==> config.mk <==
export PLATFORM = sky130hd
export DESIGN_NAME = ud_count_decoder
export DESIGN_NICKNAME = d
export VERILOG_FILES = /design/src/rtl/ud_count_decoder.sv
export SDC_FILE = /design/constraint.sdc
export NUM_CORES = 1
export LEC_CHECK = 0
export ABC_AREA = 1
export ABC_CLOCK_PERIOD_IN_PS = 2690
export CAP_MARGIN = 20
export CORE_ASPECT_RATIO = 2
export CORE_MARGIN = 2
export CORE_UTILIZATION = 50
export DETAILED_ROUTE_END_ITERATION = 16
export GPL_ROUTABILITY_DRIVEN = 0
export PLACE_DENSITY = 0.84
export SYNTH_ARGS = -nofsm -noshare
export SYNTH_HDL_FRONTEND = slang
export SYNTH_SLANG_ARGS = --single-unit
export TNS_END_PERCENT = 10
==> constraint.sdc <==
create_clock -name clk -period 2.69 [get_ports clk]
set_input_delay 0.6725 -clock clk [delete_from_list [all_inputs] [get_ports clk]]
set_output_delay 0.6725 -clock clk [all_outputs]
set_load 0.01 [all_outputs]
==> src/rtl/ud_count_decoder.sv <==
// ud_count_decoder
//   Receive-side observer for an up/down counter. It samples the count bus on
//   count_vld and classifies each step against the previous sample. From that
//   it recovers the counting direction and the programmed limit, pulses wrap on
//   wrap/reload events, pulses err on impossible steps, and tracks lock state.
//
// Ports
//   clk        in   system clock, rising edge
//   rst_n      in   asynchronous active-low reset
//   count_vld  in   sample strobe
//   count      in   observed counter value [WIDTH-1:0]
//   dir        out  recovered direction (0 = up, 1 = down)
//   dir_vld    out  dir has been determined at least once
//   limit      out  recovered count limit [WIDTH-1:0]
//   limit_vld  out  limit is current
//   wrap       out  one-cycle pulse on wrap or reload
//   err        out  one-cycle pulse on an illegal step
//   locked     out  high in the LOCKED state
//   err_cnt    out  saturating error count [7:0]
module ud_count_decoder #(
   parameter int WIDTH    = 3,
   parameter int LOCK_CNT = 4
) (
   input  logic             clk,
   input  logic             rst_n,
   input  logic             count_vld,
   input  logic [WIDTH-1:0] count,
   output logic             dir,
   output logic             dir_vld,
   output logic [WIDTH-1:0] limit,
   output logic             limit_vld,
   output logic             wrap,
   output logic             err,
   output logic             locked,
   output logic [7:0]       err_cnt
);

   localparam logic [1:0] IDLE   = 2'b00;
   localparam logic [1:0] ACQ    = 2'b01;
   localparam logic [1:0] LOCKED = 2'b10;

   localparam logic [WIDTH-1:0] ZERO_C     = {WIDTH{1'b0}};
   localparam logic [WIDTH-1:0] ONE_C      = WIDTH'(1);
   localparam logic [WIDTH:0]   ONE_X      = (WIDTH+1)'(1);
   localparam logic [3:0]       LOCK_CNT_C = 4'(LOCK_CNT);

   // Saturating increment of the 8-bit error counter.
   function automatic logic [7:0] sat_inc8(input logic [7:0] val);
      if (val == 8'hFF) begin
         return val;
      end else begin
         return val + 8'd1;
      end
   endfunction

   logic [1:0]       state_r,     state_s;
   logic [3:0]       lock_cnt_r,  lock_cnt_s;
   logic [WIDTH-1:0] prev_r,      prev_s;
   logic             dir_r,       dir_s;
   logic             dir_vld_r,   dir_vld_s;
   logic [WIDTH-1:0] limit_r,     limit_s;
   logic             limit_vld_r, limit_vld_s;
   logic             wrap_r,      wrap_s;
   logic             err_r,       err_s;
   logic [7:0]       err_cnt_r,   err_cnt_s;

   // Steps are compared one bit wider so p+1 / p-1 never wrap modulo 2^WIDTH.
   logic [WIDTH:0] p_ext_s, c_ext_s, p_inc_s, p_dec_s;
   logic           step_err_s;

   assign p_ext_s = {1'b0, prev_r};
   assign c_ext_s = {1'b0, count};
   assign p_inc_s = p_ext_s + ONE_X;
   assign p_dec_s = p_ext_s - ONE_X;

   // Next-state: step classification (first matching rule wins) and FSM.
   always_comb begin
      state_s     = state_r;
      lock_cnt_s  = lock_cnt_r;
      prev_s      = prev_r;
      dir_s       = dir_r;
      dir_vld_s   = dir_vld_r;
      limit_s     = limit_r;
      limit_vld_s = limit_vld_r;
      wrap_s      = 1'b0;
      err_s       = 1'b0;
      err_cnt_s   = err_cnt_r;
      step_err_s  = 1'b0;

      if (count_vld) begin
         prev_s = count;
         if (state_r == IDLE) begin
            state_s = ACQ;
         end else begin
            if (count == prev_r) begin
               step_err_s = 1'b1;
            end else if ((prev_r == ZERO_C) && (count == ONE_C)) begin
               // 0->1 is ambiguous: down-wrap with limit 1 when already counting down.
               if (dir_vld_r && dir_r) begin
                  limit_s     = ONE_C;
                  limit_vld_s = 1'b1;
                  wrap_s      = 1'b1;
               end else begin
                  dir_s     = 1'b0;
                  dir_vld_s = 1'b1;
               end
            end else if ((prev_r == ONE_C) && (count == ZERO_C)) begin
               // 1->0 mirrors the above: up-wrap with limit 1 when counting up.
               if (dir_vld_r && !dir_r) begin
                  limit_s     = ONE_C;
                  limit_vld_s = 1'b1;
                  wrap_s      = 1'b1;
               end else begin
                  dir_s     = 1'b1;
                  dir_vld_s = 1'b1;
               end
            end else if (c_ext_s == p_inc_s) begin
               dir_s     = 1'b0;
               dir_vld_s = 1'b1;
               // Counting above the known limit means the limit was reprogrammed.
               if (limit_vld_r && (count > limit_r)) begin
                  limit_vld_s = 1'b0;
               end else begin
                  limit_vld_s = limit_vld_r;
               end
            end else if ((prev_r != ZERO_C) && (c_ext_s == p_dec_s)) begin
               dir_s     = 1'b1;
               dir_vld_s = 1'b1;
            end else if (count == ZERO_C) begin
               // p > 1 here. While counting down this is a counter reset, not a wrap.
               if (!dir_r || !dir_vld_r) begin
                  limit_s     = prev_r;
                  limit_vld_s = 1'b1;
                  wrap_s      = 1'b1;
               end else begin
                  limit_s = limit_r;
               end
            end else if (prev_r == ZERO_C) begin
               // c > 1 here: down-wrap reveals the limit.
               limit_s     = count;
               limit_vld_s = 1'b1;
               dir_s       = 1'b1;
               dir_vld_s   = 1'b1;
               wrap_s      = 1'b1;
            end else if (c_ext_s < p_dec_s) begin
               // Down-reload after the limit was lowered below the current count.
               limit_s     = count;
               limit_vld_s = 1'b1;
               dir_s       = 1'b1;
               dir_vld_s   = 1'b1;
               wrap_s      = 1'b1;
            end else begin
               step_err_s = 1'b1;
            end

            if (step_err_s) begin
               err_s      = 1'b1;
               state_s    = ACQ;
               lock_cnt_s = 4'd0;
               err_cnt_s  = sat_inc8(err_cnt_r);
            end else begin
               case (state_r)
                  ACQ: begin
                     lock_cnt_s = lock_cnt_r + 4'd1;
                     if ((lock_cnt_r + 4'd1) >= LOCK_CNT_C) begin
                        state_s = LOCKED;
                     end else begin
                        state_s = ACQ;
                     end
                  end
                  LOCKED: begin
                     state_s = LOCKED;
                  end
                  default: begin
                     state_s    = IDLE;
                     lock_cnt_s = 4'd0;
                  end
               endcase
            end
         end
      end else begin
         prev_s = prev_r;
      end
   end

   // State and output registers.
   always_ff @(posedge clk or negedge rst_n) begin
      if (!rst_n) begin
         state_r     <= IDLE;
         lock_cnt_r  <= 4'd0;
         prev_r      <= ZERO_C;
         dir_r       <= 1'b0;
         dir_vld_r   <= 1'b0;
         limit_r     <= ZERO_C;
         limit_vld_r <= 1'b0;
         wrap_r      <= 1'b0;
         err_r       <= 1'b0;
         err_cnt_r   <= 8'd0;
      end else begin
         state_r     <= state_s;
         lock_cnt_r  <= lock_cnt_s;
         prev_r      <= prev_s;
         dir_r       <= dir_s;
         dir_vld_r   <= dir_vld_s;
         limit_r     <= limit_s;
         limit_vld_r <= limit_vld_s;
         wrap_r      <= wrap_s;
         err_r       <= err_s;
         err_cnt_r   <= err_cnt_s;
      end
   end

   assign dir       = dir_r;
   assign dir_vld   = dir_vld_r;
   assign limit     = limit_r;
   assign limit_vld = limit_vld_r;
   assign wrap      = wrap_r;
   assign err       = err_r;
   assign locked    = (state_r == LOCKED);
   assign err_cnt   = err_cnt_r;

endmodule

=== Yosys cells after proc, flatten, opt, wreduce, memory -nomap -nowiden ===
Index checks and enable logic that the tools add are counted.

* Register bits: 25
* Bits of input ports: 6
* Output and inout port bits: 17
* Logic and storage cells: 125

* Add/sub/neg operators: 4
* Magnitude comparators: 3
* Eq/ne operators: 20
* Multiplexer cells: 64
* Bitwise operators: 3
* Reductions and logical operators: 21

{| class="wikitable"
|+ Operators with widths
! cell !! number
|-
| $mux 1 || 48
|-
| $mux 3 || 10
|-
| $reduce_and 9->1 || 2
|-
| $reduce_bool 6->1 || 2
|-
| $ne 5x2->1 const B || 2
|-
| $ne 3x3->1 const B || 3
|-
| $add 8x1->8 const B || 1
|-
| $eq 3x4->1 || 2
|-
| $eq 8x8->1 const B || 1
|-
| $pmux 4 s2 || 1
|-
| $reduce_and 7->1 || 1
|-
| $eq 3x1->1 const B || 2
|-
| $logic_and 1x1->1 || 6
|-
| $logic_not 3->1 || 2
|-
| $mux 2 || 3
|-
| $reduce_bool 5->1 || 1
|-
| $add 3x1->4 const B || 1
|-
| $add 4x1->4 const B || 1
|-
| $ge 4x3->1 const B || 1
|-
| $lt 3x4->1 || 1
|-
| $mux 4 || 1
|-
| $ne 2x1->1 const B || 2
|-
| $ne 4x2->1 const B || 1
|-
| $ne 4x3->1 const B || 1
|-
| 16 further kinds || 19
|}

=== Longest topological paths before layout ===
Gate-level depths: netlist (run 1).

* Depth in word-level cells: 15
* Depth in mapped cells: 14
* Depth with buffers taken out: 14

=== Worst setup path before layout (run 1) ===
OpenSTA, ideal clock, no wires.

* Kind: register -> register
* From: register prev_r[1]
* To: register err_cnt_r[5] (netlist: err_cnt[5])
* Setup time: 120 ps
* Arrival time: 1820 ps
* Data required time: 2570 ps
* Path slack: 751 ps
* Cell stages (with the launch flop): 12
* Buffers on the path: 0
* Clock period less this slack: 1939 ps
* Cells stage by stage: dfrtp_1 > inv_1 > ha_1 > ha_1 > nand2_1 > nor2_1 > nand3_1 > nand4_2 > nand2_4 > nand3_4 > nand2_1 > nand2_1

* Word-level cells in the longest chain between the ends: 13
* Elaborated cells on any way between the ends: 23
* Those cells by class: add/sub (2); order compare (1); eq/ne (4); mux (10); reduce/logical (6)

{| class="wikitable"
|+ Ends and longest elaborated chain
! item !! line !! RTL
|-
| start, declared || 58 || <nowiki>logic [WIDTH-1:0] prev_r, prev_s;</nowiki>
|-
| start signal, assigned || 202 || <nowiki>prev_r <= prev_s;</nowiki>
|-
| $sub 3x1->4 || 74 || <nowiki>assign p_dec_s = p_ext_s - ONE_X;</nowiki>
|-
| $lt 3x4->1 || 145 || <nowiki>end else if (c_ext_s < p_dec_s) begin</nowiki>
|-
| $mux 1 || 145 ||
|-
| $mux 1 || 138 || <nowiki>end else if (prev_r == ZERO_C) begin</nowiki>
|-
| $mux 1 || 129 || <nowiki>end else if (count == ZERO_C) begin</nowiki>
|-
| $mux 1 || 126 || <nowiki>end else if ((prev_r != ZERO_C) && (c_ext_s == p_dec_s)) begin</nowiki>
|-
| $mux 1 || 117 || <nowiki>end else if (c_ext_s == p_inc_s) begin</nowiki>
|-
| $mux 1 || 107 || <nowiki>end else if ((prev_r == ONE_C) && (count == ZERO_C)) begin</nowiki>
|-
| $mux 1 || 97 || <nowiki>end else if ((prev_r == ZERO_C) && (count == ONE_C)) begin</nowiki>
|-
| $mux 1 * || 95 || <nowiki>if (count == prev_r) begin</nowiki>
|-
| $mux 1 * || 92 || <nowiki>if (state_r == IDLE) begin</nowiki>
|-
| $mux 1 * || 90 || <nowiki>if (count_vld) begin</nowiki>
|-
| $reduce_and 4->1 (no line) * || -- ||
|-
| end signal, assigned || 209 || <nowiki>err_cnt_r <= err_cnt_s;</nowiki>
|-
| end, declared || 65 || <nowiki>logic [7:0] err_cnt_r, err_cnt_s;</nowiki>
|}

Mark *: on every way between the ends. The rest lies on a longest branch, timed or not. The select of a mux whose other input is x is not followed.
A chain may end at the register's enable or synchronous reset.

=== Final worst setup path (run 1) ===
* From: input port count[0]
* To: register lock_cnt_r[2]

* Word-level cells in the longest chain between the ends: 13
* Elaborated cells on any way between the ends: 22
* Those cells by class: order compare (1); eq/ne (5); mux (11); reduce/logical (5)

{| class="wikitable"
|+ Ends and longest elaborated chain
! item !! line !! RTL
|-
| start, declared || 27 || <nowiki>input logic [WIDTH-1:0] count,</nowiki>
|-
| $lt 3x4->1 || 145 ||
|-
| $mux 1 || 145 ||
|-
| $mux 1 || 138 ||
|-
| $mux 1 || 129 ||
|-
| $mux 1 || 126 ||
|-
| $mux 1 || 117 ||
|-
| $mux 1 || 107 ||
|-
| $mux 1 || 97 ||
|-
| $mux 1 * || 95 ||
|-
| $mux 1 * || 92 ||
|-
| $mux 1 * || 90 ||
|-
| $ne 2x1->1 (no line) || -- ||
|-
| $reduce_and 3->1 (no line) || -- ||
|-
| end signal, assigned || 201 || <nowiki>lock_cnt_r <= lock_cnt_s;</nowiki>
|-
| end, declared || 57 || <nowiki>logic [3:0] lock_cnt_r, lock_cnt_s;</nowiki>
|}

Marks and branches as above.

==> results of run 1 <==
[synth_stat cells (all sizes together)]
library cell  count  area share, %
nor2             22            7.4
nand2            80             17
nand3b            2            1.0
a21oi             5            1.4
o21bai            1           0.41
o31ai             1           0.41
ha               15             10
dfrtp            25             34
nor3              3           0.81
nand3            21            6.4
buf               1           0.61
xor2              5            2.4
xnor2             4            1.9
o21ai            10            2.7
nand4            18            6.4
inv              33            6.7
clkbuf            1           0.20
[report_power, final]
part	leakage, nW	internal, mW	switching (mW)	total (mW)
registers	0.316	0.483	0.107	0.590
logic	0.804	0.360	0.449	0.809
clock network	0.0255	0.104	0.121	0.225
total	1.14	0.946	0.677	1.62
[logic make-up (layout without fill, tap and decap cells)]
logic type / count (synthesis) / in the layout / share of synthesized area, %
flops: 25 / 25 / 33.8
fa+ha+maj: 15 / 15 / 10.1
compound gates: 17 / 17 / 4.87
simple gates: 146 / 146 / 39.4
xor+xnor: 9 / 9 / 4.26
buf+inv: 35 / 63 / 7.50
[cells in the final DEF (no fill, tap or decap), types with 3 or more instances in the layout]
cell,synthesis,routed
a21oi_1,5,5
xor2_1,5,5
nor2_1,12,12
buf_4,0,4
nand4_1,17,17
nor2_4,3,3
inv_1,30,30
xnor2_1,4,4
nand2_1,73,73
nor3_1,3,3
dfrtp_1,25,25
o21ai_0,9,9
ha_1,15,15
clkdlybuf4s50_1,0,22
nand2_2,6,6
nor2_2,6,6
inv_2,3,3
nand3_1,20,20
clkbuf_8,0,3
[stage by stage]
step | hold slack (ns) | utilization, %
after CTS | 0.524 | 61.5
after detailed placement | 0.502 | 60.2
final | 0.522 | 61.5
after global routing | 0.563 | 61.5
after global placement | 0.493 | 60.2
after floorplan | 0.377 | -
[per-layer routing]
layer  track usage [%]  wire length [um]  up-vias
met5                 0                 0        -
met4              11.6               179        0
met3              2.01               113       17
met2              40.3              2280       42
met1              22.2              1510      809
li1                  -                 -      857
[critical path, cell delays in order]
cell and delay [ns]:
clkdlybuf4s50_1 0.54, inv_1 0.08, ha_1 0.32, nand2_1 0.06, nor2_1 0.10, nand3_1 0.19, nand4_2 0.18, nand2_4 0.11
nand2_2 0.13, nand3_1 0.09, nand2_1 0.08
[worst min path at each step]
stage	from	end	cells after the start
2_1_floorplan	rst_n	dir	0
3_3_place_gp	state_r[1]	state_r[1]	2
3_5_place_dp	state_r[1]	state_r[1]	2
4_1_cts	state_r[1]	state_r[1]	2
5_1_grt	limit[0]	limit[0]	2
6_report	state_r[1]	state_r[1]	2
[final cells by class]
type | instances | area (sq um)
Multi-Input combinational cell | 187 | 1090
Inverter | 33 | 124
Clock buffer | 3 | 41.3
Sequential cell | 25 | 626
Tap cell | 49 | 61.3
Clock inverter | 1 | 5.00
Fill cell | 333 | 1380
Timing Repair Buffer | 26 | 250
[sequential cells by signal (all words and copies together) (netlist names)]
name and cells:
dir 1, limit 3, lock_cnt_r 4, limit_vld 1
wrap 1, err_cnt 8, prev_r 3, dir_vld 1
state_r 2, err 1
==> results.json, run 1 <==
{
  "path_clk_slew_ns": 0.08,
  "finalClockSkew_ns": 0.00437,
  "min_path_type": "reg -> reg",
  "post-cts-setup-buffers": 0,
  "max-vdd-ir-drop_v": 0.000472,
  "grt_pass1_vias": 1711,
  "core_sq_mm": 0.00357,
  "final-setup-viol-count": 0,
  "clk_latency_ns": 0.27,
  "first_pass_iters": 4,
  "grt_pass1_wl_um": 7000,
  "cts_hold_buf": 0,
  "cp-startpoint": "count[0]",
  "final.period_utilization_pct": 86.9,
  "clock.fmax_ghz": 0.428,
  "yosysUniqueCellTypes": 27,
  "synth_fp_nets": 268,
  "hpwl_um": 3270,
  "diodes": 0,
  "cts_root_buf": "clkbuf_8",
  "gr-total-overflow": 0,
  "ys_warn_count": 0,
  "port_buffers": 22,
  "slew_violations": 0,
  "vias_per_cell": 5.32,
  "die-area_sq_mm": 0.00423,
  "ys_ff_latch": 25,
  "dp_slack_ns": 0.108,
  "leakage_nw": 1.14,
  "r2r-start": "prev_r[0]",
  "r2r_setup_slack_ns": 0.45,
  "syn_area_sq_mm": 0.00185,
  "cts_tree": "done",
  "h-tree-depth": 1,
  "startpoint_type": "primary input",
  "start_util_pct": 51.9,
  "syn_area_per_cell_sq_um": 7.49,
  "clock_sinks": 25,
  "synth_seq_area_share_pct": 33.8,
  "power_density_mw_per_mm2": 740,
  "via_count": 1725,
  "drc_errors": 0,
  "fin_area_sq_mm": 0.00219,
  "place_area_sq_mm": 0.00215,
  "worstSetupEndpoint": "lock_cnt_r[2]",
  "area_delta_synth_final_pct": 18.5,
  "tns_ns": 0,
  "setup_slack_ns": 0.354,
  "arrival_ns": 2.55,
  "ff2ff_path_depth": 11,
  "die_height_um": 90.0,
  "finalNetCount": 297,
  "antenna_found_initial": 0,
  "fin_crit_ns": 2.34,
  "power_mw": 1.62,
  "r2r-end": "lock_cnt_r[2]",
  "drt_iter0_drc": 28,
  "max_slew_margin_pct": 72.1,
  "critPathMaxFanout": 10,
  "grt_util_all_layers_pct": 22.1,
  "wirelength_um": 4080,
  "timing_worst_slew_pin_value_ns": 0.417,
  "cp.required_ns": 2.90,
  "endpoint_kind": "flip-flop",
  "status": "complete, no violations",
  "post-place-cells": 320,
  "final_hold_viol_count": 0,
  "clockBufferDepth": 2,
  "wl_per_cell_um": 12.6,
  "netlist_instances": 247,
  "numCtsBuffers": 3,
  "crit_type": "in -> reg",
  "drtAntennaViolNets": 0,
  "drive_gt1_share_pct": 11.3,
  "layoutNonFillerInstCount": 324,
  "rows": 31,
  "rsz0062_at_grt": "no",
  "grt_start_max_net_pins": 26,
  "chipWidth_um": 47.0,
  "cap_violations": 0,
  "ioPinCount": 23,
  "cts_resized": 0
}
Note: power is estimated with default switching activity, not from simulation.
==> run 2, diff against run 1 <==
--- a/config.mk
+++ b/config.mk
@@ -10,10 +10,10 @@
 export CAP_MARGIN = 20
 export CORE_ASPECT_RATIO = 2
 export CORE_MARGIN = 2
-export CORE_UTILIZATION = 50
+export CORE_UTILIZATION = 44
 export DETAILED_ROUTE_END_ITERATION = 16
 export GPL_ROUTABILITY_DRIVEN = 0
-export PLACE_DENSITY = 0.84
+export PLACE_DENSITY = 0.77
 export SYNTH_ARGS = -nofsm -noshare
 export SYNTH_HDL_FRONTEND = slang
 export SYNTH_SLANG_ARGS = --single-unit
==> run 2 against run 1 <==
Against the previous run: die area is 13% higher; cell count is 1.2% higher; critical path type unchanged; sequential power hardly changed; largest cell class unchanged; routed wire length is 2.6% higher; critical endpoint is now err_cnt[3]; combinational power is 2% higher.
==> results.json, run 2 (same netlist as run 1, synthesis figures left out) <==
{
  "rsz0062_at_grt": "no",
  "crit_type": "in -> reg",
  "finalNetCount": 298,
  "cts_hold_buf": 0,
  "wl_per_cell_um": 12.8,
  "path_clk_slew_ns": 0.09,
  "final_cell_mix": "73 x nand2_1, 30 x inv_1, 25 x dfrtp_1",
  "start_util_pct": 45.3,
  "p_sw_mw": 0.692,
  "antenna_found_initial": 0,
  "slowest_stage": "clkdlybuf4s50_1",
  "crit_chain": "clkdlybuf4s50_1 > inv_1 > ha_1 > nand2_1 > nor2_1 > nand3_1 > nand4_2 > nand2_4 > nand3_4 > nand2_1 > nand2_1",
  "via_count": 1688,
  "clock_sinks": 25,
  "drive_gt1_share_pct": 11.6,
  "intPower_mw": 0.949,
  "p_clk_share_pct": 13.8,
  "core_sq_mm": 0.00409,
  "status": "complete, no violations",
  "endpoint_kind": "flip-flop",
  "layout_commonest_cell": "nand2_1",
  "hpwl_um": 3350,
  "h-tree-depth": 1,
  "largest_reg_flops": 8,
  "grt_start_max_net_pins": 26,
  "vias_per_cell": 5.15,
  "final-setup-viol-count": 0,
  "finalClockSkew_ns": 0.00421,
  "clockBufferDepth": 2,
  "cp.required_ns": 2.85,
  "crit_top_cell": "nand2_1",
  "startpoint_type": "primary input",
  "max-vdd-ir-drop_v": 0.000412,
  "seq_power_share_pct": 35.9,
  "crit_buf_inv": 2,
  "final.period_utilization_pct": 86.7,
  "arrival_ns": 2.49,
  "fin_crit_ns": 2.33,
  "numCtsBuffers": 3,
  "cts_root_buf": "clkbuf_8",
  "pwr-share-comb_pct": 50.3,
  "die-area_sq_mm": 0.00477,
  "cts_resized": 0,
  "max_slew_margin_pct": 71.6,
  "leakage_nw": 1.15,
  "cap_violations": 0,
  "register_area_sq_um": 626,
  "first_pass_iters": 4,
  "critPathMaxFanout": 10,
  "drc_errors": 0,
  "rows": 33,
  "ioPinCount": 23,
  "tns_ns": 0,
  "wirelength_um": 4190,
  "final_hold_viol_count": 0,
  "diodes": 0,
  "grt_util_all_layers_pct": 19.6,
  "timing_worst_slew_pin_value_ns": 0.425,
  "utilization_pct": 53.9,
  "cts_tree": "done",
  "final.fill_count": 378,
  "power_density_mw_per_mm2": 744,
  "clk_latency_ns": 0.27,
  "path_delay_family": "simple AND/OR/NAND/NOR gates",
  "port_buffers": 22,
  "chipWidth_um": 49.9,
  "drtAntennaViolNets": 0,
  "slew_violations": 0,
  "grt_pass1_vias": 1654,
  "drt_iter0_drc": 25,
  "gr-total-overflow": 0,
  "clock.fmax_ghz": 0.429,
  "p_sw_share_pct": 42.2,
  "slowest_delay_ns": 0.53,
  "die_height_um": 95.7,
  "post-cts-setup-buffers": 0,
  "grt_pass1_wl_um": 7230,
  "min_path_type": "reg -> reg",
  "multi_input_area_sq_mm": 0.00109,
  "area_delta_synth_final_pct": 19.1
}
run 2: cell count changes in the layout (fill, tap and decap cells not counted):
cell,delta
buf_4,+1
run 2: area by class of cell:
class                           instances  share of cell area (%)
Clock buffer                            3                    1.87
Clock inverter                          1                   0.227
Inverter                               33                    5.62
Multi-Input combinational cell        187                    49.3
Sequential cell                        25                    28.4
Tap cell                               52                    2.95
Timing Repair Buffer                   27                    11.7
run 2: tightest hold or removal path: stages, from the launching register on:
cell and delay (ns):
dfrtp_1 0.38, nand2_1 0.06, nand2_1 0.06
run 2: final timing paths:
path                            startpoint    endpoint  slack (ns)  cells after the start
worst max-delay path              count[0]  err_cnt[3]        0.36                     11
worst max register to register   prev_r[1]  err_cnt[3]        0.45                     12
worst min register to register  state_r[1]  state_r[1]        0.53                      2
max in group asynchronous            rst_n  err_cnt[3]        1.68                      2
worst min-delay path            state_r[1]  state_r[1]        0.53                      2
min in group asynchronous            rst_n  err_cnt[1]        0.77                      2
run 2: metal layers:
| metal | part of all wire (%) | vias to the layer above | wire length [um] | GRT usage, % |
|---|---|---|---|---|
| met5 | 0 | - | 0 | 0 |
| met2 | 57 | 28 | 2390 | 39.0 |
| met4 | 3.5 | 0 | 147 | 10.4 |
| met1 | 37 | 787 | 1570 | 19.0 |
| li1 | - | 861 | - | - |
| met3 | 2.1 | 12 | 86 | 1.86 |
run 2: power groups by stage:
stage          clock network, mW  registers [mW]  logic [mW]
2_1_floorplan                  0           0.607       0.511
4_1_cts                    0.232           0.590       0.832
3_5_place_dp                   0           0.595       0.829
6_report                   0.226           0.589       0.825
5_1_grt                    0.252           0.604       0.930
3_3_place_gp                   0           0.594       0.803
run 2: through the flow:
step | hold slack [ns] | cell area, sq um | worst slack [ns] | std cells | total power, mW
after floorplan | 0.377 | 1850 | 0.751 | 247 | 1.12
after global placement | 0.493 | 2160 | 0.126 | 324 | 1.40
after detailed placement | 0.506 | 2160 | 0.0801 | 324 | 1.42
after CTS | 0.530 | 2200 | 0.370 | 328 | 1.65
after global routing | 0.557 | 2200 | 0.187 | 328 | 1.79
final | 0.528 | 2200 | 0.359 | 328 | 1.64
==> run 3, diff against run 2 <==
--- a/config.mk
+++ b/config.mk
@@ -14,6 +14,7 @@
 export DETAILED_ROUTE_END_ITERATION = 16
 export GPL_ROUTABILITY_DRIVEN = 0
 export PLACE_DENSITY = 0.77
+export SLEW_MARGIN = 10
 export SYNTH_ARGS = -nofsm -noshare
 export SYNTH_HDL_FRONTEND = slang
 export SYNTH_SLANG_ARGS = --single-unit
==> results of run 3 <==
The final DEF is identical to that of run 2; final timing and power are the same.
